## src/rtl/dense_argmax_select_if.sv

```systemverilog
// dense_argmax_select_if: bundles the request and result signals of the top-2 search engine.
//   start       - request a search (sampled by the engine only while idle)
//   scores      - packed score vector, one signed DATA_W element per class
//   busy        - engine is scanning
//   done        - one-cycle strobe, results valid from this cycle on
//   class_idx   - index of the winning class
//   class_score - winning score (signed)
//   margin      - winner minus runner-up, DATA_W+1 bits unsigned
//   reject      - margin below the low-confidence threshold
// Modports: master drives the request side, slave is the search engine.
interface dense_argmax_select_if #(
  parameter int unsigned N_CLASSES = 10,
  parameter int unsigned DATA_W    = 24,
  parameter int unsigned IDX_W     = 4
);

  logic                             start;
  logic [N_CLASSES-1:0][DATA_W-1:0] scores;
  logic                             busy;
  logic                             done;
  logic [IDX_W-1:0]                 class_idx;
  logic signed [DATA_W-1:0]         class_score;
  logic [DATA_W:0]                  margin;
  logic                             reject;

  modport master (
    output start,
    output scores,
    input  busy,
    input  done,
    input  class_idx,
    input  class_score,
    input  margin,
    input  reject
  );

  modport slave (
    input  start,
    input  scores,
    output busy,
    output done,
    output class_idx,
    output class_score,
    output margin,
    output reject
  );

endinterface

```

## src/rtl/dense_argmax_select.sv

```systemverilog
// dense_argmax_select: sequential top-2 search over the final dense layer's score vector.
// On start the whole vector is snapshotted, then one element per cycle is compared against the
// running best and second-best. After the last element the winning index, its score, the
// winner-to-runner-up margin and a low-confidence reject flag are registered and done pulses.
// Ports:
//   clk   - rising-edge clock
//   rst_n - synchronous active-low reset
//   bus   - slave side of dense_argmax_select_if (start/scores in, busy/done/results out)
module dense_argmax_select #(
  parameter int unsigned N_CLASSES = 10,
  parameter int unsigned DATA_W    = 24,
  parameter int unsigned IDX_W     = 4,
  parameter int unsigned MARGIN_TH = 16
) (
  input logic                  clk,
  input logic                  rst_n,
  dense_argmax_select_if.slave bus
);

  typedef enum logic [1:0] {
    StIdle,
    StScan,
    StDone
  } state_e;

  localparam logic [IDX_W-1:0]         LastIdx  = IDX_W'(N_CLASSES - 1);
  localparam logic signed [DATA_W-1:0] MostNeg  = {1'b1, {(DATA_W - 1){1'b0}}};
  localparam logic [DATA_W:0]          MarginTh = (DATA_W + 1)'(MARGIN_TH);

  state_e                           state_q, state_d;
  logic [IDX_W-1:0]                 cnt_q, cnt_d;
  logic [N_CLASSES-1:0][DATA_W-1:0] snap_q, snap_d;
  logic signed [DATA_W-1:0]         best_q, best_d;
  logic signed [DATA_W-1:0]         second_q, second_d;
  logic [IDX_W-1:0]                 best_idx_q, best_idx_d;
  logic [IDX_W-1:0]                 class_idx_q, class_idx_d;
  logic signed [DATA_W-1:0]         class_score_q, class_score_d;
  logic [DATA_W:0]                  margin_q, margin_d;
  logic                             reject_q, reject_d;

  logic signed [DATA_W-1:0]         elem;
  logic [DATA_W:0]                  diff;

  always_comb begin
    state_d       = state_q;
    cnt_d         = cnt_q;
    snap_d        = snap_q;
    best_d        = best_q;
    second_d      = second_q;
    best_idx_d    = best_idx_q;
    class_idx_d   = class_idx_q;
    class_score_d = class_score_q;
    margin_d      = margin_q;
    reject_d      = reject_q;
    elem          = $signed(snap_q[cnt_q]);
    diff          = '0;

    unique case (state_q)
      StIdle: begin
        if (bus.start) begin
          snap_d  = bus.scores;
          cnt_d   = '0;
          state_d = StScan;
        end
      end

      StScan: begin
        if (cnt_q == '0) begin
          best_d     = elem;
          best_idx_d = '0;
          second_d   = MostNeg;
        end else if (elem > best_q) begin
          // Strict compare: on a tie the earlier index stays best and the
          // equal value drops into second, giving a zero margin.
          second_d   = best_q;
          best_d     = elem;
          best_idx_d = cnt_q;
        end else if (elem > second_q) begin
          second_d = elem;
        end

        if (cnt_q == LastIdx) begin
          // Sign-extend by one bit so best - second never wraps; best >= second,
          // so the difference is always non-negative.
          diff          = {best_d[DATA_W-1], best_d} - {second_d[DATA_W-1], second_d};
          class_idx_d   = best_idx_d;
          class_score_d = best_d;
          margin_d      = diff;
          reject_d      = (diff < MarginTh);
          state_d       = StDone;
        end else begin
          cnt_d = cnt_q + 1'b1;
        end
      end

      StDone: begin
        state_d = StIdle;
      end

      default: begin
        state_d = StIdle;
      end
    endcase
  end

  always_ff @(posedge clk) begin
    if (!rst_n) begin
      state_q       <= StIdle;
      cnt_q         <= '0;
      snap_q        <= '0;
      best_q        <= '0;
      second_q      <= '0;
      best_idx_q    <= '0;
      class_idx_q   <= '0;
      class_score_q <= '0;
      margin_q      <= '0;
      reject_q      <= 1'b0;
    end else begin
      state_q       <= state_d;
      cnt_q         <= cnt_d;
      snap_q        <= snap_d;
      best_q        <= best_d;
      second_q      <= second_d;
      best_idx_q    <= best_idx_d;
      class_idx_q   <= class_idx_d;
      class_score_q <= class_score_d;
      margin_q      <= margin_d;
      reject_q      <= reject_d;
    end
  end

  // busy/done decode the registered state, so they carry no path from start or scores.
  assign bus.busy        = (state_q == StScan);
  assign bus.done        = (state_q == StDone);
  assign bus.class_idx   = class_idx_q;
  assign bus.class_score = class_score_q;
  assign bus.margin      = margin_q;
  assign bus.reject      = reject_q;

endmodule
```

## src/flat_wrapper.sv

```systemverilog
// flat-port wrapper written by rule: the top's interface ports become plain ports
module dense_argmax_select_flat 
#(
  parameter int unsigned N_CLASSES = 10,
  parameter int unsigned DATA_W    = 24,
  parameter int unsigned IDX_W     = 4,
  parameter int unsigned MARGIN_TH = 16
)
  (clk, rst_n, bus_start, bus_scores, bus_busy, bus_done, bus_class_idx, bus_class_score, bus_margin, bus_reject);
  dense_argmax_select_if #(.N_CLASSES(N_CLASSES), .DATA_W(DATA_W), .IDX_W(IDX_W)) bus_i ();
  input logic clk;
  input logic rst_n;
  input wire logic [$bits(bus_i.start)-1:0] bus_start;
  input wire logic [$bits(bus_i.scores)-1:0] bus_scores;
  output wire logic [$bits(bus_i.busy)-1:0] bus_busy;
  output wire logic [$bits(bus_i.done)-1:0] bus_done;
  output wire logic [$bits(bus_i.class_idx)-1:0] bus_class_idx;
  output wire logic [$bits(bus_i.class_score)-1:0] bus_class_score;
  output wire logic [$bits(bus_i.margin)-1:0] bus_margin;
  output wire logic [$bits(bus_i.reject)-1:0] bus_reject;
  assign bus_i.start = bus_start;
  assign bus_i.scores = bus_scores;
  assign bus_busy = bus_i.busy;
  assign bus_done = bus_i.done;
  assign bus_class_idx = bus_i.class_idx;
  assign bus_class_score = bus_i.class_score;
  assign bus_margin = bus_i.margin;
  assign bus_reject = bus_i.reject;
  dense_argmax_select #(.N_CLASSES(N_CLASSES), .DATA_W(DATA_W), .IDX_W(IDX_W), .MARGIN_TH(MARGIN_TH)) u_core (.clk(clk), .rst_n(rst_n), .bus(bus_i));
endmodule
```

## config.mk

```make
export PLATFORM = sky130hd
export DESIGN_NAME = dense_argmax_select_flat
export DESIGN_NICKNAME = d
export VERILOG_FILES = /design/src/rtl/dense_argmax_select_if.sv /design/src/rtl/dense_argmax_select.sv /design/src/flat_wrapper.sv
export SDC_FILE = /design/constraint.sdc
export NUM_CORES = 1
export LEC_CHECK = 0
export ABC_AREA = 1
export BUFFER_PORTS_ARGS = -buffer_cell sky130_fd_sc_hd__buf_2
export CORE_ASPECT_RATIO = 2
export CORE_MARGIN = 2
export CORE_UTILIZATION = 53
export CTS_BUF_LIST = sky130_fd_sc_hd__clkbuf_8
export DETAILED_ROUTE_END_ITERATION = 12
export HOLD_SLACK_MARGIN = 0.15
export PLACE_DENSITY = 0.88
export SETUP_SLACK_MARGIN = 0.1
export SLEW_MARGIN = 10
export SYNTH_ARGS = -nofsm -noshare
export SYNTH_HDL_FRONTEND = slang
export SYNTH_SLANG_ARGS = --single-unit
```

## constraint.sdc

```tcl
create_clock -name clk -period 4.3 [get_ports clk]
set_input_delay 0.215 -clock clk [delete_from_list [all_inputs] [get_ports clk]]
set_output_delay 0.215 -clock clk [all_outputs]
set_load 0.02 [all_outputs]
```

==> impl_metrics.py, run 1 <==
metrics = {
    "die": {
        "initial_core_util_pct": 53.4,
        "die_x_um": 137,
        "rows": 97,
        "die_h_um": 269,
        "design.portCount": 299,
    },
    "yosys": {
        "synth.cell_area_mm2": 0.0186,
        "synthDominantCellAreaShare_pct": 37.9,
        "netlist.top_cell.by_area": "dfxtp_1",
        "post_synth_inst_count": 2865,
        "postSynth.topFlopCell": "dfxtp_1",
        "synth-seq-cells": 352,
        "post_synth_most_frequent_cells": "nor2_1 (699), nand2_1 (472), o21ai_0 (407)",
        "synth.lib_cells_used.distinct": 39,
        "synth_seq_area_share_pct": 37.9,
        "share_of_synthesized_registers_carrying_an_async_set_or_reset_pct": 0,
        "synth_enable_flop_cells": 0,
        "most_instantiated_library_cell_after_synthesis": "nor2_1",
        "synthesis.nets": 3184,
        "post_synth_main_area_contributors": "dfxtp_1 (38%), nor2_1 (14%), o21ai_0 (11%)",
        "avgSynthCellArea_um2": 6.50,
        "yosysWarningCount": 0,
    },
    "global_route": {
        "grt_remaining_overflow": 15,
        "largest_net_degree_at_the_start_of_global_routing": 248,
        "grt_first_pass_wirelength_um": 161000,
        "global_route.usage.total_pct": 58.6,
        "vias_in_the_first_global_route": 28000,
    },
    "place": {
        "globalplace.congestion": 1.06,
        "place.port_buffers": 298,
        "dp_slack_ns": -1.51,
        "place_inst": 3712,
        "place.detailed.hpwl_um": 55600,
    },
    "clock_network": {
        "maximum_level_of_the_cts_h_tree": 2,
        "cts_buffers": 50,
        "cts_buffer_depth": 3,
        "clk_root_buffer_cell": "clkbuf_8",
        "clock_sinks": 352,
    },
    "status": {
        "run_status": "did not finish",
        "toolErrorMsg": "[ERROR GRT-0116] Global routing finished with congestion. Check the congestion regions in the DRC Viewer.",
        "haltStage": "global routing",
    },
}
layer usage:
| metal | GRT overflow | GRT usage (%) |
|---|---|---|
| met1 | 0 | 53.0 |
| met2 | 10 | 86.3 |
| met3 | 0 | 28.7 |
| met4 | 5 | 70.2 |
| met5 | 0 | 2.92 |
cells by family after synthesis:
kind of cell | share of synthesized area (%)
AO/OA/AOI/OAI | 17.5
XOR/XNOR | 0.329
adder cells (fa/ha/maj) | 5.15
flip-flops | 37.9
buffers and inverters | 8.92
AND/OR/NAND/NOR | 30.2
per-stage QoR:
| step | utilization (%) | hold slack, ns | setup TNS [ns] | area (µm²) |
|---|---|---|---|---|
| floorplan | - | 0.382 | 0 | 18800 |
| global placement | 64.2 | 0.457 | -21.11 | 22400 |
| CTS | 79.9 | 0.262 | -11.03 | 27800 |
| detailed placement | 64.2 | 0.462 | -22.88 | 22400 |
what timing repair did:
action                                  CTS
endpoints found under the hold margin   291
pin swaps                               101
hold buffers                            241
gates resized for setup                 355
gates cloned                              7
endpoints found under the setup margin   25
buffers inserted                         49
==> inputs of run 2 (changes only) <==
- CORE_ASPECT_RATIO: 2 -> unset
- CORE_UTILIZATION: 53 -> 40
- CTS_BUF_LIST: sky130_fd_sc_hd__clkbuf_8 -> unset
- HOLD_SLACK_MARGIN: 0.15 -> unset
- PLACE_DENSITY: 0.88 -> unset
- PLACE_DENSITY_LB_ADDON: unset -> 0.15
- SETUP_SLACK_MARGIN: 0.1 -> unset
- clock period: 4.3 -> 5.59 ns (I/O delays scaled with it)
==> run 2 against run 1 <==
Against the previous run: the flow now finishes without violations; synthesized area stayed put; synthesized cell count stayed put.
==> impl_metrics.py, run 2 <==
metrics = {
    "layout": {
        "finalNetCount": 3611,
        "fill_cells": 4649,
        "layout.core_utilization_pct": 52.8,
        "largest_register_ff_count": 240,
        "ant_cells": 0,
        "final_layout_size_suffix_gt1_share_pct": 15.8,
        "leading_cell_type_in_the_layout_fill_and_taps_excluded": "nor2_1",
        "area_delta_synth_final_pct": 31.1,
        "most-common-layout-cells": "nor2_1 (685), nand2_1 (465), o21ai_0 (395)",
        "regMostFlops": "u_core.snap_q",
    },
    "yosys": {
        "synth-simple-area-share_pct": 30.2,
        "post_synth_mux_area_share_pct": 0,
        "post_synth_fa_ha_maj_area_fraction_pct": 5.15,
        "yosysWarningCount": 0,
        "synth.cell_area_mm2": 0.0186,
        "synth_enable_flop_cells": 0,
        "synth-compound-area-share_pct": 17.5,
        "post_synth_inst_count": 2865,
        "synth_top_family_by_area": "simple AND/OR/NAND/NOR gates",
        "synthDominantCellAreaShare_pct": 37.9,
        "synth_seq_area_share_pct": 37.9,
        "synth-xor-area-share_pct": 0.329,
        "most_instantiated_library_cell_after_synthesis": "nor2_1",
        "synth-seq-cells": 352,
        "share_of_synthesized_registers_carrying_an_async_set_or_reset_pct": 0,
        "post_synth_most_frequent_cells": "nor2_1 (699), nand2_1 (472), o21ai_0 (407)",
        "postSynth.topFlopCell": "dfxtp_1",
        "synth.lib_cells_used.distinct": 39,
        "synthesis.nets": 3184,
        "post_synth_main_area_contributors": "dfxtp_1 (38%), nor2_1 (14%), o21ai_0 (11%)",
        "avgSynthCellArea_um2": 6.50,
        "netlist.top_cell.by_area": "dfxtp_1",
    },
    "worst_setup_path": {
        "critical_path.slowest_cell": "dfxtp_4",
        "worst-endpoint-arrival_ns": 5.80,
        "worstRegToRegCells": 33,
        "critical-path-max-stage-delay_ns": 0.42,
        "timing.critical_path.mode_cell": "nand2_1",
        "timing.critical_path.fanout_max": 19,
        "crit_path_end": "u_core.bus.reject",
        "timing.rr.end": "u_core.bus.reject",
        "worstPathRequired_ns": 6.09,
        "setup.reg_to_reg.worst_slack_ns": 0.29,
        "worstSetupStartpointType": "flop",
        "critical_path_end_type": "flop",
        "worst_r2r_startpoint": "u_core.cnt_q[0]",
        "critPathLaunch": "u_core.cnt_q[0]",
        "critPathKind": "reg -> reg",
    },
    "clock_network": {
        "worst_path_clk_slew_ns": 0.06,
        "cts_buffer_depth": 3,
        "worstSkewPairLatency_ns": 0.58,
        "clock_sinks": 352,
        "cts_buffers": 40,
        "tritoncts": "yes",
        "clk_root_buffer_cell": "clkbuf_16",
        "maximum_level_of_the_cts_h_tree": 2,
    },
    "routing": {
        "number_of_detailed_routing_iterations_run_before_antenna_repair": 8,
        "drt-total-wl_um": 70300,
        "post-route-drc-count": 0,
        "dr.max_layer_used": "met5",
        "routed-via-count": 20200,
        "avgRoutedWirePerCell_um": 17.9,
        "drtAntennaViolNets": 0,
        "route.detailed.vias_per_inst": 5.13,
        "drt_iter0_markers": 1434,
        "wl_met2_um": 34300,
        "wirelength_met1_um": 29800,
        "wl_met3_um": 3730,
    },
    "place": {
        "globalplace.congestion": 0.938,
        "place.detailed.hpwl_um": 50900,
        "place.port_buffers": 298,
    },
    "die": {
        "core-area_mm2": 0.0463,
        "die_x_um": 220,
        "die_area_mm2": 0.0483,
        "initial_core_util_pct": 40.2,
        "die_h_um": 220,
        "rows": 79,
        "design.portCount": 299,
    },
    "sta": {
        "timing.max_slew.rel_slack_pct": 20.4,
        "report.final.hold_viol_count": 0,
        "setup_violations": 0,
        "clock_skew_ns": 0.0139,
        "tightest_slew_ns": 1.19,
        "final.setup.tns_ns": 0,
        "layout_worst_path_cycle_share_pct": 94.8,
        "drv_slew": 0,
        "fin_crit_ns": 5.30,
        "clock.fmax_mhz": 189,
        "final.hold.worst_slack_ns": 0.0120,
    },
    "power": {
        "power.combinational.fraction_pct": 37.6,
        "clock_network_fraction_of_design_power_pct": 31.5,
        "p_seq_share_pct": 30.9,
        "p_sw_uw": 3420,
        "totalPowerFinal_uw": 9100,
        "intPower_uw": 5680,
        "power-per-cell-area_mw_per_mm2": 373,
        "power_leakage_uw": 0.0118,
        "p_sw_share_pct": 37.5,
        "vdd_ir_drop_max_v": 0.000364,
    },
    "global_route": {
        "vias_in_the_first_global_route": 19400,
        "global_route.usage.total_pct": 28.3,
        "grt_antenna_before_repair": 1,
        "largest_net_degree_at_the_start_of_global_routing": 144,
        "grt_remaining_overflow": 0,
        "grt_first_pass_wirelength_um": 106000,
    },
    "run": {
        "timing.max_cap.violations": 0,
    },
    "min_path": {
        "hold_class": "in -> reg",
    },
    "status": {
        "run_status": "complete, no violations",
    },
}
==> run 2: worst max-delay path, delay by kind of cell (launching register included) <==
| kind | cells | cell delay, ns |
|---|---|---|
| buffers and inverters | 7 | 0.93 |
| flip-flops | 1 | 0.42 |
| AND/OR/NAND/NOR | 19 | 2.11 |
| AO/OA/AOI/OAI | 5 | 1.09 |
| adder cells (fa/ha/maj) | 2 | 0.61 |
==> run 2: logic make-up (layout without fill, tap and decap cells) <==
| kind of cell | count (synthesis) | after routing |
|---|---|---|
| flops | 352 | 352 |
| fa+ha+maj | 76 | 76 |
| simple gates | 1392 | 1392 |
| compound gates | 608 | 608 |
| buf+inv | 430 | 888 |
| xor+xnor | 7 | 7 |
==> run 2: worst min path at each step <==
stage,startpoint,end,slack [ns],cells past startpoint
finish,bus_scores[228],u_core.snap_q[228],0.01,3
global route,bus_scores[214],u_core.snap_q[214],0.02,3
global placement,u_core.snap_q[126],u_core.snap_q[126],0.46,2
floorplan,bus_scores[0],u_core.snap_q[0],0.45,2
detailed placement,u_core.snap_q[65],u_core.snap_q[65],0.47,2
CTS,bus_scores[201],u_core.snap_q[201],0.001,3
==> run 2: cell type report <==
cell class	instances	area, µm²	area share (%)
Multi-Input combinational cell	2083	10100	41.4
Sequential cell	352	7060	28.9
Timing Repair Buffer	560	4070	16.7
Clock buffer	57	1190	4.86
Inverter	255	976	4.00
Tap cell	607	759	3.11
Clock inverter	16	255	1.05
==> run 2: power groups by stage <==
stage / sequential [µW] / clock, µW / combinational (µW)
after floorplan: 2820 / 0 / 2040
after global placement: 2860 / 0 / 3150
after detailed placement: 2860 / 0 / 3170
after CTS: 2810 / 2910 / 3270
after global routing: 2830 / 3010 / 3810
final: 2810 / 2870 / 3420
==> run 2: timing repair <==
item | in CTS | in global routing
pin swaps | 0 | 14
buffers inserted | 0 | 4
hold buffers | 171 | 0
cloned | 0 | 3
resized for setup | 1 | 68
endpoints found under the hold margin | 171 | 0
setup endpoints to repair | 1 | 12
==> run 2: layer usage <==
metal  vias up  GRT usage (%)
li1      10100              -
met1      9329           35.8
met4         2           10.6
met2       604           49.5
met5         -              0
met3       121           3.27
==> run 2: through the flow <==
stage	worst slack [ns]	instances	area, µm²
floorplan	1.07	2865	18600
global placement	0.0429	3679	20900
detailed placement	0.0296	3679	20900
CTS	0.0123	3923	24100
global route	-0.0391	3930	24400
finish	0.289	3930	24400
(Power assumes the default switching activity.)
